===== config.mk =====
export PLATFORM = sky130hd
export DESIGN_NAME = wb_bus_if
export DESIGN_NICKNAME = d
export VERILOG_FILES = /design/src/rtl/wb_bus_if.sv
export SDC_FILE = /design/constraint.sdc
export NUM_CORES = 1
export LEC_CHECK = 0
export BUFFER_PORTS_ARGS = -buffer_cell sky130_fd_sc_hd__buf_2
export CAP_MARGIN = 20
export CORE_UTILIZATION = 41
export CTS_CLUSTER_SIZE = 40
export DETAILED_ROUTE_END_ITERATION = 10
export PLACE_DENSITY = 0.76
export SYNTH_ARGS = -nofsm -noshare
export SYNTH_HDL_FRONTEND = slang
export SYNTH_SLANG_ARGS = --single-unit

===== constraint.sdc =====
create_clock -name clk -period 3.4 [get_ports clk]
set_clock_uncertainty 0.15 [all_clocks]
set_input_delay 0.17 -clock clk [delete_from_list [all_inputs] [get_ports clk]]
set_output_delay 0.17 -clock clk [all_outputs]
set_load 0.01 [all_outputs]

===== src/rtl/wb_bus_if.sv =====
// Wishbone B3 classic master bridge for one OpenMIPS memory port.
// Turns a single-cycle core request into a bus handshake and stalls the pipeline until ack.
module wb_bus_if #(
    parameter int ADDR_W = 32,
    parameter int DATA_W = 32,
    parameter int SEL_W  = 4
) (
    input  logic              clk,
    input  logic              rst,
    input  logic [5:0]        stall_i,
    input  logic              flush_i,
    input  logic              cpu_ce_i,
    input  logic [ADDR_W-1:0] cpu_addr_i,
    input  logic [DATA_W-1:0] cpu_data_i,
    input  logic              cpu_we_i,
    input  logic [SEL_W-1:0]  cpu_sel_i,
    output logic [DATA_W-1:0] cpu_data_o,
    output logic              stallreq_o,
    input  logic [DATA_W-1:0] wb_dat_i,
    input  logic              wb_ack_i,
    output logic [ADDR_W-1:0] wb_adr_o,
    output logic [DATA_W-1:0] wb_dat_o,
    output logic              wb_we_o,
    output logic [SEL_W-1:0]  wb_sel_o,
    output logic              wb_stb_o,
    output logic              wb_cyc_o
);

    typedef enum logic [1:0] {
        IDLE,
        BUSY,
        WAIT_STALL
    } state_t;

    state_t            state;
    logic [DATA_W-1:0] rd_buf;

    // WAIT_STALL parks the bridge after ack so a frozen pipeline cannot re-issue the same access.
    always_ff @(posedge clk or posedge rst) begin
        if (rst) begin
            state    <= IDLE;
            wb_adr_o <= '0;
            wb_dat_o <= '0;
            wb_we_o  <= 1'b0;
            wb_sel_o <= '0;
            wb_stb_o <= 1'b0;
            wb_cyc_o <= 1'b0;
            rd_buf   <= '0;
        end else begin
            case (state)
                IDLE: begin
                    if (cpu_ce_i && !flush_i) begin
                        wb_adr_o <= cpu_addr_i;
                        wb_dat_o <= cpu_data_i;
                        wb_we_o  <= cpu_we_i;
                        wb_sel_o <= cpu_sel_i;
                        wb_stb_o <= 1'b1;
                        wb_cyc_o <= 1'b1;
                        rd_buf   <= '0;
                        state    <= BUSY;
                    end
                end
                BUSY: begin
                    if (flush_i || wb_ack_i) begin
                        wb_adr_o <= '0;
                        wb_dat_o <= '0;
                        wb_we_o  <= 1'b0;
                        wb_sel_o <= '0;
                        wb_stb_o <= 1'b0;
                        wb_cyc_o <= 1'b0;
                        if (flush_i) begin
                            state <= IDLE;
                        end else begin
                            if (!wb_we_o) begin
                                rd_buf <= wb_dat_i;
                            end
                            state <= (stall_i != 6'd0) ? WAIT_STALL : IDLE;
                        end
                    end
                end
                WAIT_STALL: begin
                    if (flush_i || stall_i == 6'd0) begin
                        state <= IDLE;
                    end
                end
                default: state <= IDLE;
            endcase
        end
    end

    // Read data is forwarded on the ack cycle so the core sees it without an extra stall.
    always_comb begin
        stallreq_o = 1'b0;
        cpu_data_o = '0;
        if (!rst) begin
            case (state)
                IDLE: begin
                    stallreq_o = cpu_ce_i && !flush_i;
                    cpu_data_o = rd_buf;
                end
                BUSY: begin
                    stallreq_o = !wb_ack_i && !flush_i;
                    if (wb_ack_i && !wb_we_o) begin
                        cpu_data_o = wb_dat_i;
                    end
                end
                WAIT_STALL: begin
                    cpu_data_o = rd_buf;
                end
                default: begin
                    stallreq_o = 1'b0;
                    cpu_data_o = '0;
                end
            endcase
        end
    end

endmodule


==> reports/results.tsv, run 1 <==
metric	value	unit
outcome	finished, final reports clean	
Cell Rows	37	
Num CTS Buffers	9	
fin nets	772	
synthesized area per cell	12.2	sq um
gr busiest metal	met2	
DRT antenna net count	0	
count of state elements after synthesis	104	
Tot Pwr	3.05	mW
vias per inst	5.34	
Final setup viols	0	
syn nets	469	
Ports	216	
GR Util All Layers	0.250	
worst-margin pin slew	0.773	ns
pin count of the biggest net entering global routing	71	
class of the worst hold path	input port to flop	
die area	0.0110	sq mm
Slew Limit Fails	0	
top-count cell post-synth	dfrtp_1	
Starting Density	0.422	
vias after detailed routing	4274	
Post-synth top cells	104 x dfrtp_1, 101 x a22o_1, 32 x a21oi_1, 32 x nor2_1, 32 x nor2b_1	
met2 Use GR	0.425	
ys async rst share	1.00	
Post-CTS Setup Inserts	0	
Final Hold Vio Count	0	
initial antenna violation count	0	
Area contributors post-synth	dfrtp_1 60%, a22o_1 20%, nor2b_1 4.6%	
Crit. End Element	output pin	
synthesized instance count	357	
fraction of layout cells with a size suffix above 1	0.368	
max-cap viol count	0	
Seq/Total Area, Yosys	0.600	
vias in the first global route	4268	
Final Instance Area	0.00672	sq mm
initial DRC count	247	
Pre-antenna DRT Iters	4	
Fmax	0.422	GHz
grt ovf	0	
chip width	105	um
met3 usage	0.0568	
port bufs	215	
post-synth top area share	0.600	
Worst VDD drop	195	uV
register area	0.00260	sq mm
first-pass GRT wire length	21.8	mm
Arr. time, crit path	2.05	ns
worst skew pair latency	0.35	ns
CTS tree	yes	
Avg WL per Cell	17.2	um
clock period minus worst slack	2.37	ns
CP Launch Type	flop	
Layout area overhead	54.9	%
DRC violations left	0	
area leader, netlist	dfrtp_1	
setup TNS	0	ns
number of flops mapped to enable cells by yosys	0	
Die Y	105	um
htree depth	3	
area of the multi-input gates	0.00157	sq mm
# diodes	0	
GPL Wtd Cong	0.796	
Ys Warns	0	
Fill cells	753	
clock-pin slew on the worst setup and hold paths	0.10	ns
Tcrit/Tclk final	0.698	
Max clock buf depth	2	
CTS root buf	clkbuf_8	
Synth Cell Area	0.00434	sq mm
hpwl dp	7.57	mm
met1 Use GR	0.310	
unique cell type count in the Yosys netlist	27	
Pwr per Cell Area	453	mW/mm^2
area post-placement	0.00548	sq mm
critical path class	flop to output pin	
CTS resizes	0	
Post-synth top flop	dfrtp_1	
crit path max fanout	34	
core area	0.0103	sq mm
max_slew headroom	0.485	
Total Wirelength	13.7	mm
worst path required time	3.08	ns
RSZ-0062 raised after global routing	no	
Leak	3.54	nW
# clock sinks	104	
==> layout make-up <==
type	count	share of cell area
inverter	3	0.00223
multi-input combinational	216	0.233
clock inverter	6	0.00800
sequential	104	0.387
clock buffer	10	0.0190
tap	136	0.0253
timing repair buffer	326	0.325
==> registers in the layout (all words and copies together), names as in the netlist <==
signal	flops
rd_buf	32
wb_adr_o	32
wb_dat_o	32
wb_sel_o	4
state	2
wb_cyc_o	1
wb_we_o	1
==> path summary, 6_finish.rpt <==
kind                            slack (ns)            to          from  cells after the start
worst max-delay path                  1.03    stallreq_o      state[0]                      5
worst min-delay path                  0.04      state[1]    stall_i[0]                      3
worst max register to register        1.25   wb_adr_o[3]      state[1]                      3
worst min register to register        0.35  wb_dat_o[16]  wb_dat_o[16]                      1
max in group asynchronous             1.52   wb_adr_o[4]           rst                      5
min in group asynchronous             0.39      state[0]           rst                      4
==> metal layers <==
layer | wire [um] | up-vias
li1 | - | 1909
met1 | 5460 | 2110
met3 | 1030 | 27
met5 | 0 | -
met2 | 6950 | 228
met4 | 293 | 0
==> cells in the final DEF, fill, tap and decap left out, drive strengths merged <==
cell and instances:
a21o 1, nor4b 1, dfrtp 104, or2 1, or4 1, nor4 1
a21oi 32, nor3 4, a22o 101, dlygate4sd3 103, a211o 1, nand3b 2
inv 4, nand2 2, nand2b 1, a21boi 1, clkinv 1, o21a 1
clkinvlp 4, nor4bb 1, buf 223, nor2 32, clkbuf 10, a31oi 1
nor2b 32
==> through the flow <==
| stage | hold WS (ns) | utilization | instances | setup slack [ns] |
|---|---|---|---|---|
| floorplan | 0.0908 | - | 357 | 0.625 |
| global placement | 0.229 | 0.534 | 681 | 1.39 |
| detailed placement | 0.239 | 0.534 | 681 | 1.29 |
| CTS | 0.0292 | 0.652 | 800 | 0.867 |
| global route | 0.0473 | 0.654 | 801 | 0.817 |
| finish | 0.0378 | 0.654 | 801 | 1.03 |
==> critical path: stages, from the launching register on <==
cell and delay, ns:
dfrtp_1 0.57, buf_4 0.42, nand2b_1 0.21, a21boi_0 0.26, nor4_1 0.07, buf_2 0.17
==> logic make-up (layout without fill, tap and decap cells) <==
logic type / count (synthesis) / after routing / share of synthesized area
AOI/OAI and AO/OA: 138 / 138 / 0.255
DFF: 104 / 104 / 0.600
buffers and inverters: 37 / 345 / 0.0461
and+or+nand+nor: 78 / 78 / 0.0995
==> what timing repair did <==
action,in CTS,in global routing
endpoints found under the hold margin,146,0
setup endpoints to repair,0,0
hold buffers,103,0
==> power by group <==
part	leakage, nW	switching (mW)	internal [mW]
sequential	1.37	0.114	1.41
clock	0.0825	0.430	0.278
combinational	2.09	0.398	0.414
Power figures use the tool's default switching activity.
==> run 2, diff against run 1 <==
==> constraint.sdc (replaced) <==
create_clock -name clk -period 2.1 [get_ports clk]
set_clock_uncertainty 0.15 [all_clocks]
set_input_delay 0.105 -clock clk [delete_from_list [all_inputs] [get_ports clk]]
set_output_delay 0.105 -clock clk [all_outputs]
set_load 0.01 [all_outputs]
==> reports/results.tsv, run 2 (synthesized netlist as in run 1, its figures left out) <==
metric	value	unit
Pre-antenna DRT Iters	4	
initial DRC count	359	
most frequent cells in the layout	215 x buf_2, 106 x dlygate4sd3_1, 101 x a22o_1, 101 x dfrtp_1	
max-cap viol count	0	
commonest non-fill, non-tap cell in the layout	buf_2	
GPL Wtd Cong	0.809	
clock period minus worst slack	2.04	ns
# diodes	0	
Hold Crit Start	wb_ack_i	
Total Wirelength	14.1	mm
Arr. time, crit path	2.13	ns
vias in the first global route	4274	
# clock sinks	104	
CTS root buf	clkbuf_8	
outcome	finished, final reports clean	
initial antenna violation count	0	
max_slew headroom	0.628	
Tcrit/Tclk final	0.974	
setup TNS	0	ns
clock-pin slew on the worst setup and hold paths	0.09	ns
critical path class	input port to flop	
Final Hold Vio Count	0	
Largest regs	rd_buf (32), wb_adr_o (32), wb_dat_o (32)	
CP Launch Type	input port	
Avg WL per Cell	17.3	um
Pwr per Cell Area	747	mW/mm^2
dpl ws	0.279	ns
R2R depth	6	
Worst Setup Slack, final	0.0555	ns
worst path required time	2.19	ns
hpwl dp	7.44	mm
worst-margin pin slew	0.558	ns
htree depth	3	
Die Y	105	um
Leak	3.65	nW
DRC violations left	0	
crit path from	stall_i[0]	
Worst VDD drop	362	uV
chip width	105	um
Max clock buf depth	2	
fin nets	783	
Cell Rows	37	
crit path max fanout	1	
origin of the critical flop-to-flop path	state[1]	
Final setup viols	0	
Num CTS Buffers	9	
RSZ-0062 raised after global routing	yes	
Layout area overhead	59.8	%
grt ovf	0	
Fmax	0.489	GHz
Crit. End Element	flop	
vias after detailed routing	4341	
port bufs	215	
first-pass GRT wire length	21.9	mm
Starting Density	0.422	
core area	0.0103	sq mm
Ports	216	
Slew Limit Fails	0	
class of the worst hold path	input port to flop	
DRT antenna net count	0	
GR Util All Layers	0.252	
die area	0.0110	sq mm
CTS tree	yes	
fraction of layout cells with a size suffix above 1	0.383	
fin util	0.675	
vias per inst	5.35	
worst skew pair latency	0.35	ns
pin count of the biggest net entering global routing	105	
Hold Path Depth	4	
Tot Pwr	5.18	mW
==> run 2: changes by cell type in the layout (fill, tap and decap cells not counted), moves of 3 or more <==
| cell | delta |
|---|---|
| clkinvlp_4 | -3 |
| dfrtp_1 | -3 |
| dfrtp_2 | +3 |
| dlygate4sd3_1 | +3 |
| clkinv_2 | +3 |
| buf_12 | +4 |
==> run 2: timing repair <==
| action | in CTS | in global routing |
|---|---|---|
| setup buffers | 2 | 5 |
| pin swaps | 0 | 3 |
| gates cloned | 0 | 2 |
| hold endpoints to repair | 207 | 0 |
| hold buffers | 106 | 0 |
| resized for setup | 3 | 4 |
| setup endpoints to repair | 33 | 9 |
==> run 2: path summary, 6_finish.rpt <==
check                           slack, ns         end
worst max-delay path                 0.06    state[1]
worst min-delay path                 0.16    state[0]
worst max register to register       0.13    state[1]
worst min register to register       0.35   rd_buf[7]
max in group asynchronous            1.02     wb_we_o
min in group asynchronous            0.30  rd_buf[28]
==> run 2: cell type report <==
type                            count  area [sq um]
Fill cell                         721          3340
Sequential cell                   104          2610
Timing Repair Buffer              337          2350
Multi-Input combinational cell    216          1580
Tap cell                          136           170
Clock buffer                        9           124
Clock inverter                      7          92.6
Inverter                            3          15.0
==> run 2: routing by layer <==
layer / vias to the layer above / global-route usage / part of all wire
li1: 1930 / - / -
met4: 0 / 0.0936 / 0.021
met1: 2154 / 0.311 / 0.41
met3: 20 / 0.0518 / 0.071
met5: - / 0 / 0
met2: 237 / 0.435 / 0.50
==> run 2: worst max-delay path: stages <==
cell and delay (ns):
dlygate4sd3_1 0.55, buf_2 0.14, nor3_2 0.15, dlygate4sd3_1 0.56
nor3_1 0.05, dlygate4sd3_1 0.57
==> run 2: per-stage QoR <==
stage          instance area [sq um]  instances  hold WS (ns)
3_5_place_dp                    5530        681         0.182
3_3_place_gp                    5530        681         0.179
2_1_floorplan                   4360        357        0.0258
5_1_grt                         6930        812         0.119
4_1_cts                         6830        805        0.0862
6_report                        6930        812         0.157
==> run 2: power breakdown <==
part	internal [mW]	total (mW)	switching, mW	leakage (nW)
Sequential	2.29	2.47	0.177	1.36
Clock	0.674	1.35	0.672	0.114
Combinational	0.708	1.37	0.664	2.18
Total	3.67	5.18	1.51	3.65
